## src/rtl/router_1xn.sv

```systemverilog
// router_1xn: routes parity-terminated packets from one byte stream into N_CH FIFOs, flushing FIFOs left unread too long
module router_1xn #(
  parameter int N_CH = 3,
  parameter int DATA_W = 8,
  parameter int DEPTH = 16,
  parameter int TIMEOUT = 30
) (
  input  logic                   clock,
  input  logic                   reset,
  input  logic                   pkt_valid,
  input  logic [DATA_W-1:0]      data_in,
  input  logic [N_CH-1:0]        read_enb,
  output logic [N_CH*DATA_W-1:0] data_out,
  output logic [N_CH-1:0]        valid_out,
  output logic                   busy,
  output logic                   err,
  output logic                   drop
);
  localparam int AW = $clog2(N_CH);
  localparam int PW = $clog2(DEPTH);
  localparam int CW = PW + 1;
  localparam int TW = $clog2(TIMEOUT + 1);
  localparam int NA = 1 << AW;
  typedef enum logic [2:0] {IDLE, WAIT_EMPTY, LOAD, PARITY_CHK, DROP} state_t;
  state_t st, nxt;
  logic [AW-1:0] addr, addr_in, wr_ch;
  logic [DATA_W-1:0] acc;
  logic [NA-1:0] empty, full, flush;
  logic in_range, wr_en, hdr, drop_set;
  assign addr_in = data_in[AW-1:0];
  assign in_range = 32'(addr_in) < N_CH;
  assign wr_ch = st == IDLE ? addr_in : addr;
  always_comb begin
    nxt = st;
    busy = 1'b0;
    wr_en = 1'b0;
    hdr = 1'b0;
    drop_set = 1'b0;
    case (st)
      IDLE: begin
        if (pkt_valid && !in_range) nxt = DROP;
        else if (pkt_valid && empty[addr_in]) begin
          wr_en = 1'b1;
          hdr = 1'b1;
          nxt = LOAD;
        end else if (pkt_valid) begin
          busy = 1'b1;
          nxt = WAIT_EMPTY;
        end
      end
      WAIT_EMPTY: begin
        busy = !empty[addr];
        wr_en = empty[addr];
        hdr = empty[addr];
        nxt = empty[addr] ? LOAD : WAIT_EMPTY;
      end
      LOAD: begin
        busy = full[addr];
        if (flush[addr]) begin
          drop_set = !busy && !pkt_valid;
          nxt = drop_set ? IDLE : DROP;
        end else if (!busy) begin
          wr_en = 1'b1;
          nxt = pkt_valid ? LOAD : PARITY_CHK;
        end
      end
      PARITY_CHK: begin
        busy = 1'b1;
        nxt = IDLE;
      end
      DROP: begin
        drop_set = !pkt_valid;
        nxt = pkt_valid ? DROP : IDLE;
      end
      default: nxt = IDLE;
    endcase
  end
  always_ff @(posedge clock) begin
    if (reset) begin
      st <= IDLE;
      addr <= '0;
      acc <= '0;
      err <= 1'b0;
      drop <= 1'b0;
    end else begin
      st <= nxt;
      drop <= drop_set;
      if (st == IDLE && pkt_valid) addr <= addr_in;
      acc <= hdr ? data_in : wr_en ? acc ^ data_in : acc;
      if (hdr) err <= 1'b0;
      else if (st == PARITY_CHK) err <= |acc;
    end
  end
  for (genvar k = 0; k < N_CH; k++) begin : g_ch
    logic [DATA_W-1:0] mem [DEPTH];
    logic [PW-1:0] wp, rp;
    logic [CW-1:0] cnt;
    logic [TW-1:0] tc;
    logic [DATA_W-1:0] dq;
    logic we, re;
    assign we = wr_en && wr_ch == AW'(k);
    assign re = read_enb[k] && cnt != '0;
    assign empty[k] = cnt == '0;
    assign full[k] = cnt == CW'(DEPTH);
    assign flush[k] = tc == TW'(TIMEOUT);
    assign valid_out[k] = !empty[k];
    assign data_out[k*DATA_W +: DATA_W] = dq;
    always_ff @(posedge clock) if (we) mem[wp] <= data_in;
    always_ff @(posedge clock) begin
      if (reset || flush[k]) begin
        wp <= '0;
        rp <= '0;
        cnt <= '0;
        tc <= '0;
        if (reset) dq <= '0;
      end else begin
        if (we) wp <= wp + PW'(1);
        if (re) rp <= rp + PW'(1);
        if (re) dq <= mem[rp];
        cnt <= cnt + CW'(we) - CW'(re);
        tc <= (empty[k] || read_enb[k]) ? '0 : tc + TW'(1);
      end
    end
  end
  for (genvar k = N_CH; k < NA; k++) begin : g_pad
    assign empty[k] = 1'b0;
    assign full[k] = 1'b0;
    assign flush[k] = 1'b0;
  end
endmodule
```

## config.mk

```make
export PLATFORM = sky130hd
export DESIGN_NAME = router_1xn
export DESIGN_NICKNAME = d
export VERILOG_FILES = /design/src/rtl/router_1xn.sv
export SDC_FILE = /design/constraint.sdc
export NUM_CORES = 1
export LEC_CHECK = 0
export ABC_CLOCK_PERIOD_IN_PS = 3400
export BUFFER_PORTS_ARGS = -buffer_cell sky130_fd_sc_hd__clkbuf_2
export CAP_MARGIN = 20
export CORE_MARGIN = 5
export CORE_UTILIZATION = 40
export CTS_CLUSTER_DIAMETER = 100
export DETAILED_ROUTE_END_ITERATION = 12
export GPL_TIMING_DRIVEN = 0
export PLACE_DENSITY = 0.63
export SYNTH_ARGS = -nofsm -noshare
export SYNTH_HDL_FRONTEND = slang
export SYNTH_SLANG_ARGS = --single-unit
```

## constraint.sdc

```tcl
create_clock -name clock -period 3.4 [get_ports clock]
set_input_delay 0.51 -clock clock [delete_from_list [all_inputs] [get_ports clock]]
set_output_delay 0.51 -clock clock [all_outputs]
set_load 0.005 [all_outputs]
```

# == Word-level counts from Yosys, hierarchy flattened ==
# Memories as Yosys holds them, arrays and structs flattened. A register that Yosys moved wholly into a read port is not among the register bits.
# Index checks and enable logic that the tools add are counted.
# totals
regBits,93
ramBits,384
input_bits,14
out_inout_bits,30
n_memories,3
# op_classes
add_sub_neg,15
magnitude_cmp,3
eq_ne,17
n_mux,52
bitwise,1
reduce_logical,44
# memory_table
name,words,width,read_ports,rd_ports_with_merged_regs,wr,line_no,source
g_ch[0].mem,16,8,1,1,1,95,logic [DATA_W-1:0] mem [DEPTH];
g_ch[1].mem,16,8,1,1,1,95,
g_ch[2].mem,16,8,1,1,1,95,
# ops
cell,n
$mux 8,9
$eq 5x5->1 const B,6
$add 4x1->4 const B,6
$mux 4,6
$mux 3,7
$mux 1,19
$add 5x1->5,3
$add 5x1->5 const B,3
$logic_not 5->1,3
$reduce_bool 5->1,3
$sub 5x1->5,3
$pmux 3 s4,1
$logic_and 1x1->1,10
$bmux 1 s2,4
$reduce_and 2->1,4
$reduce_bool 2->1,4
$reduce_or 2->1,4
$reduce_or 8->1,1
$xor 8x8->8,1
$logic_not 1->1,7
$eq 3x2->1 const B,2
$logic_or 1x1->1,6
$lt 2x3->1 const B,2
$ne 2x2->1 const B,3
13 further kinds,15

# == Logic depth before layout (Yosys ltp) ==
# logic_depth
ltp_word,10
ltp_mapped,20
mapped_depth_nobuf,19

# == Worst setup path before layout ==
# OpenSTA, ideal clock, no wires.
# synth_timing
path_type,reg-to-reg
from,reg g_ch[0].cnt[3]
to,reg g_ch[1].cnt[4]
setup_ps,70
arrival_ps,3392
required_time_ps,3330
slack_ps,-62
path_stages_with_launch,19
synth_period_minus_slack_ps,3462
cell_sequence,dfxtp_1 -> inv_1 -> ha_1 -> or4b_1 -> buf_2 -> nor3_2 -> o21ai_1 -> o211a_4 -> nor2_4 -> inv_2 -> buf_2 -> ha_1 -> inv_1 -> ha_1 -> fa_1 -> a21oi_1 -> nor2_1 -> or3_1 -> a21oi_1
# synth_between
elab_chain_len,10
word_cells_on_any_way,17
classes_between,add/sub (2); eq/ne (1); mux (11); reduce/logical (3)
# synth_lines
item,line_no,source
start: declaration,97,logic [CW-1:0] cnt;
start signal: assignment,120,cnt <= cnt + CW'(we) - CW'(re);
$logic_not 5->1,103,assign empty[k] = cnt == '0;
$bmux 1 s2,42,else if (pkt_valid && empty[addr_in]) begin
$mux 1 (implied by the code),42,
$logic_and 1x1->1,42,
$mux 1,42,
$mux 1,41,if (pkt_valid && !in_range) nxt = DROP;
$pmux 1 s3 *,39,case (st)
$logic_and 1x1->1 *,101,assign we = wr_en && wr_ch == AW'(k);
$add 5x1->5 *,120,
$sub 5x1->5 *,120,
end signal: assignment,120,
end: declaration,97,
# Every way passes the cells marked *; elsewhere a longest branch is shown, timed or not. The select of a mux whose other input is x is not followed.
# A chain may end at the register's enable or synchronous reset.

# == Worst setup path after layout ==
# layout_timing
from,reg g_ch[0].cnt[2]
to,reg g_ch[1].cnt[4]
# The elaborated chain is that of the path after synthesis.

==> results <==
- Row generation in the floorplan step produced roughly 80 rows.
- The sequential cell area in the final layout is 13900 um2.
- The async set-or-reset flop fraction in the synthesized netlist is 0.
- The via count of the first global-routing pass is 10286.
- For this block, the initial DRC count from the detailed router was 818.
- The cell count after placement is 1844.
- The number of antenna violations at the first check in global routing is 1.
- The kind of start point of the critical path is a flip-flop.
- From bottom edge to top edge, the die measures 232 um.
- The worst min-delay path class is primary input to flip-flop.
- The clock tree synthesis step divided the H-tree into 2 levels.
- The global-route met2 utilization is 0.246.
- On the worst path, the slowest cell contributes a delay of approximately 0.52 ns.
- In this run, distinct cell masters in the synthesized netlist total 54.
- The category of the worst setup path capture point is a flip-flop.
- Tracing the worst setup path back leads to its startpoint at g_ch[0].cnt[2].
- The number of nets in the final layout is ~1300.
- Among cell families on the critical path, the largest total delay comes from simple AND/OR/NAND/NOR gates.
- Setup repair after global routing could not meet its margin everywhere.
- The number of buffer and inverter stages on the critical path is 3.
- The post-synthesis net count is 1172.
- In the final layout, the share of cells above drive strength 1 is 0.285.
- The maximum net fanout on the critical path is 5.
- In this run the critical register-to-register path is launched from g_ch[0].cnt[2].
- For this run, the detailed router's first-pass iteration total came to 5.
- After legalization and detailed placement, the total HPWL measured ~26 mm.
- In the global route stage, met1 resource usage came out at 0.213.
- The most frequent standard cell in the layout excluding fill and tap cells is sky130_fd_sc_hd__edfxtp_1.
- In this design, the critical path's most frequently occurring cell is sky130_fd_sc_hd__ha_4.
- Timing would allow up to roughly 300 MHz.
- In this run the static leakage power is roughly 7.5 nW.
- In this run the critical register-to-register path is captured at g_ch[1].cnt[4].
- The max-slew violation count is 0.
- The area of the die is 53800 um2.
- The TritonCTS clock tree is done.
- The worst-case IR drop observed on VDD is slightly above 0.0004 V.
- The total power divided by cell area is 691 nW/um2.
- After layout, the minimum clock period comes to about 3.3 ns.
- Leaving out filler cells and counting taps, the final layout contains 1962.
- Of the synthesized area, sequential elements account for 0.704.
- The initial core utilization is 0.403.
- The mapped cell area is 19700 um2.
- From left edge to right edge, the die measures 232 um.
- The portion of the clock cycle consumed by the worst path in the final layout is 0.979.
- Across the routed clock network, the largest skew measured is ~0.018 ns.
- The critical-path cell with the highest stage delay is sky130_fd_sc_hd__or4b_4.
- The origin of the worst min-delay path is pkt_valid.
- Clock-pin slew was measured on the worst setup and hold paths at roughly 0.060 ns.
- The number of cells on the worst hold path is 2.
- Yosys mapped a number of flops with a built-in enable equal to 408.
- The run finished with clean final reports.
- The tightest hold path in the finished design has a slack of 0.258 ns.
- The total count of hold-check failures in the final report is 0.
- Among all flip-flop cells after synthesis, the most frequent one is sky130_fd_sc_hd__edfxtp_1.
- After floorplanning, the core was sized to cover 48800 um2.
- The count of buffers inserted at the top-level ports is 42.
- The first global-routing pass estimated about 62 mm of wire.
- The number of setup violations in the final report is 0.
- The number of placed I/O pins is 44.
- In the layout the commonest cells are sky130_fd_sc_hd__edfxtp_1, sky130_fd_sc_hd__mux4_2, sky130_fd_sc_hd__dfxtp_1.
- Hold repair after CTS inserted 0 buffers.
- The routed wire length per instance is approximately 21 um.
- The synthesized instance count is between 1000 and 1500.
- The layout-stage area growth over the synthesis result is 17.4%.
- Entering global routing, the biggest net connects between 50 and 60 pins.
- The number of antenna diodes in the final layout is 0.
- The clock latency of the later-clocked register in the worst-skew pair is roughly 0.58 ns.
- Summing all multi-input logic gate instances after layout gives around 5700 um2.
- Using the TritonRoute via totals, the vias-per-cell ratio works out to around 5.2.
- The clock root buffer is sky130_fd_sc_hd__clkbuf_16.
- For this run the aggregate overflow at the end of global routing stands at 0.
- In the global route stage, overall resource usage came out at 0.151.
- The met3 capacity usage during global routing is 0.0263.
- The fill cell instance count of the final layout is ~4100.
- Summing over every cut layer, the via total after detailed routing is between 10000 and 15000.
- For this design, the sink count on the clock tree is ~490.
- STA puts the critical path data required time at between 3 and 4 ns.
- The post-detailed-route count of antenna-violating nets is 0.
- For the pin with the worst max-slew slack, the measured transition is just under 1 ns.
- The clock tree buffer depth is 3.
- The number of CTS-inserted buffers is 49.
- The synthesized area per cell is 17.7 um2.
- The setup check on the worst reg-to-reg path leaves a slack of a little over 0.07 ns.
- The relative slew slack is 0.340.
- The routability-driven placement congestion ratio is between 0.8 and 0.9.
- For this block, the routed nets add up to around 40 mm of wire.
- The signal on the critical path passes through inv_2 > ha_4 > or4b_4 > nor3_4 > o21bai_4 > o211a_4 > nor2_4 > inv_6 > ha_4 > inv_2 > ha_4 > fa_2 > a21oi_2 > nor2_1 > or3_1 > a21oi_2.
- The kind of critical path is flip-flop to flip-flop.
- Data on the critical path arrives at its endpoint at around 3.8 ns.
- Max-cap violations in this run came to 0.
- The number of synthesis warnings is 0.
- The remaining routing DRC violations is 0.
- The design draws approximately 16 mW.
- After synthesis the netlist holds a flip-flop and latch count of slightly below 500.
- After global routing, the most crowded layer is met2.
- The depth of the most critical reg-to-reg path is 16.
- The worst hold path terminates at drop.
worst register-to-register path, cell delays in order, from the launching register on:
cell	delay, ns
sky130_fd_sc_hd__dfxtp_2	0.33
sky130_fd_sc_hd__inv_2	0.07
sky130_fd_sc_hd__ha_4	0.13
sky130_fd_sc_hd__or4b_4	0.52
sky130_fd_sc_hd__nor3_4	0.22
sky130_fd_sc_hd__o21bai_4	0.11
sky130_fd_sc_hd__o211a_4	0.19
sky130_fd_sc_hd__nor2_4	0.17
sky130_fd_sc_hd__inv_6	0.06
sky130_fd_sc_hd__ha_4	0.26
sky130_fd_sc_hd__inv_2	0.04
sky130_fd_sc_hd__ha_4	0.15
sky130_fd_sc_hd__fa_2	0.36
sky130_fd_sc_hd__a21oi_2	0.14
sky130_fd_sc_hd__nor2_1	0.05
sky130_fd_sc_hd__or3_1	0.36
sky130_fd_sc_hd__a21oi_2	0.12
through the flow:
stage                util  setup TNS [ns]  instance area (um2)  setup slack [ns]
floorplan               -               0                19700           0.00392
global placement    0.425         -333.96                20700             -1.53
detailed placement  0.430         -232.63                21000             -1.32
CTS                 0.467         -0.0854                22800           -0.0443
global route        0.474          -0.121                23100           -0.0505
finish              0.474               0                23100            0.0720
metal layers:
metal	part of all wire	routed length [um]
met4	0.020	799
met5	0	0
met2	0.49	19700
met3	0.053	2130
met1	0.44	17700
cell families after synthesis:
| logic type | after synthesis | share of synthesized area |
|---|---|---|
| xor+xnor | 27 | 0.0120 |
| buf+inv | 103 | 0.0207 |
| fa+ha+maj | 42 | 0.0278 |
| mux | 124 | 0.139 |
| flops | 489 | 0.704 |
| simple gates | 244 | 0.0685 |
| compound gates | 87 | 0.0274 |
how the worst max path moves through the flow:
| stage | end | slack [ns] | depth (start not counted) |
|---|---|---|---|
| 6_report | g_ch[1].cnt[4] | 0.07 | 16 |
| 5_1_grt | g_ch[1].cnt[4] | -0.05 | 17 |
| 4_1_cts | g_ch[2].cnt[4] | -0.04 | 19 |
| 3_5_place_dp | g_ch[2].cnt[4] | -1.32 | 19 |
| 3_3_place_gp | g_ch[2].mem[0][4] | -1.53 | 10 |
| 2_1_floorplan | g_ch[1].cnt[4] | 0.004 | 18 |
report_power, final:
| group | switching (mW) | internal, mW | leakage [nW] |
|---|---|---|---|
| logic | 1.89 | 1.81 | 2.37 |
| registers | 0.207 | 6.85 | 4.37 |
| clock network | 2.21 | 3.02 | 0.759 |
layout make-up:
cell class	instances	area share
clock inverters	20	0.00719
flip-flops and latches	489	0.600
well taps	664	0.0359
multi-input cells	524	0.248
inverters	44	0.00768
clock buffers	70	0.0604
repair buffers	96	0.0305
plain buffers	55	0.0100
synth_stat cells (16+ instances only):
library cell	number	share of area
sky130_fd_sc_hd__inv_1	42	0.0080
sky130_fd_sc_hd__clkbuf_1	37	0.0071
sky130_fd_sc_hd__dfxtp_1	81	0.082
sky130_fd_sc_hd__a21oi_1	36	0.0091
sky130_fd_sc_hd__nand3_1	41	0.010
sky130_fd_sc_hd__nor4_1	16	0.0051
sky130_fd_sc_hd__nand2_1	19	0.0036
sky130_fd_sc_hd__and2_1	31	0.0098
sky130_fd_sc_hd__edfxtp_1	408	0.62
sky130_fd_sc_hd__nor2_1	65	0.012
sky130_fd_sc_hd__mux4_2	120	0.14
sky130_fd_sc_hd__buf_2	16	0.0041
sky130_fd_sc_hd__ha_1	39	0.025
sky130_fd_sc_hd__xor2_1	17	0.0076
what timing repair did:
action                     in CTS  in global routing
setup buffers                  17                 10
pin swaps                      11                 18
setup endpoints to repair     220                 51
resized for setup              34                 33
flip-flops by register name, summed over array words and instances, names as in the netlist, named ones only:
name	count
acc	8
g_ch.mem	384
g_ch.dq	24
g_ch.wp	12
err	1
g_ch.tc	15
drop	1
addr	2
g_ch.rp	12
g_ch.cnt	15
st	3
Note: power is estimated with default switching activity, not from simulation.
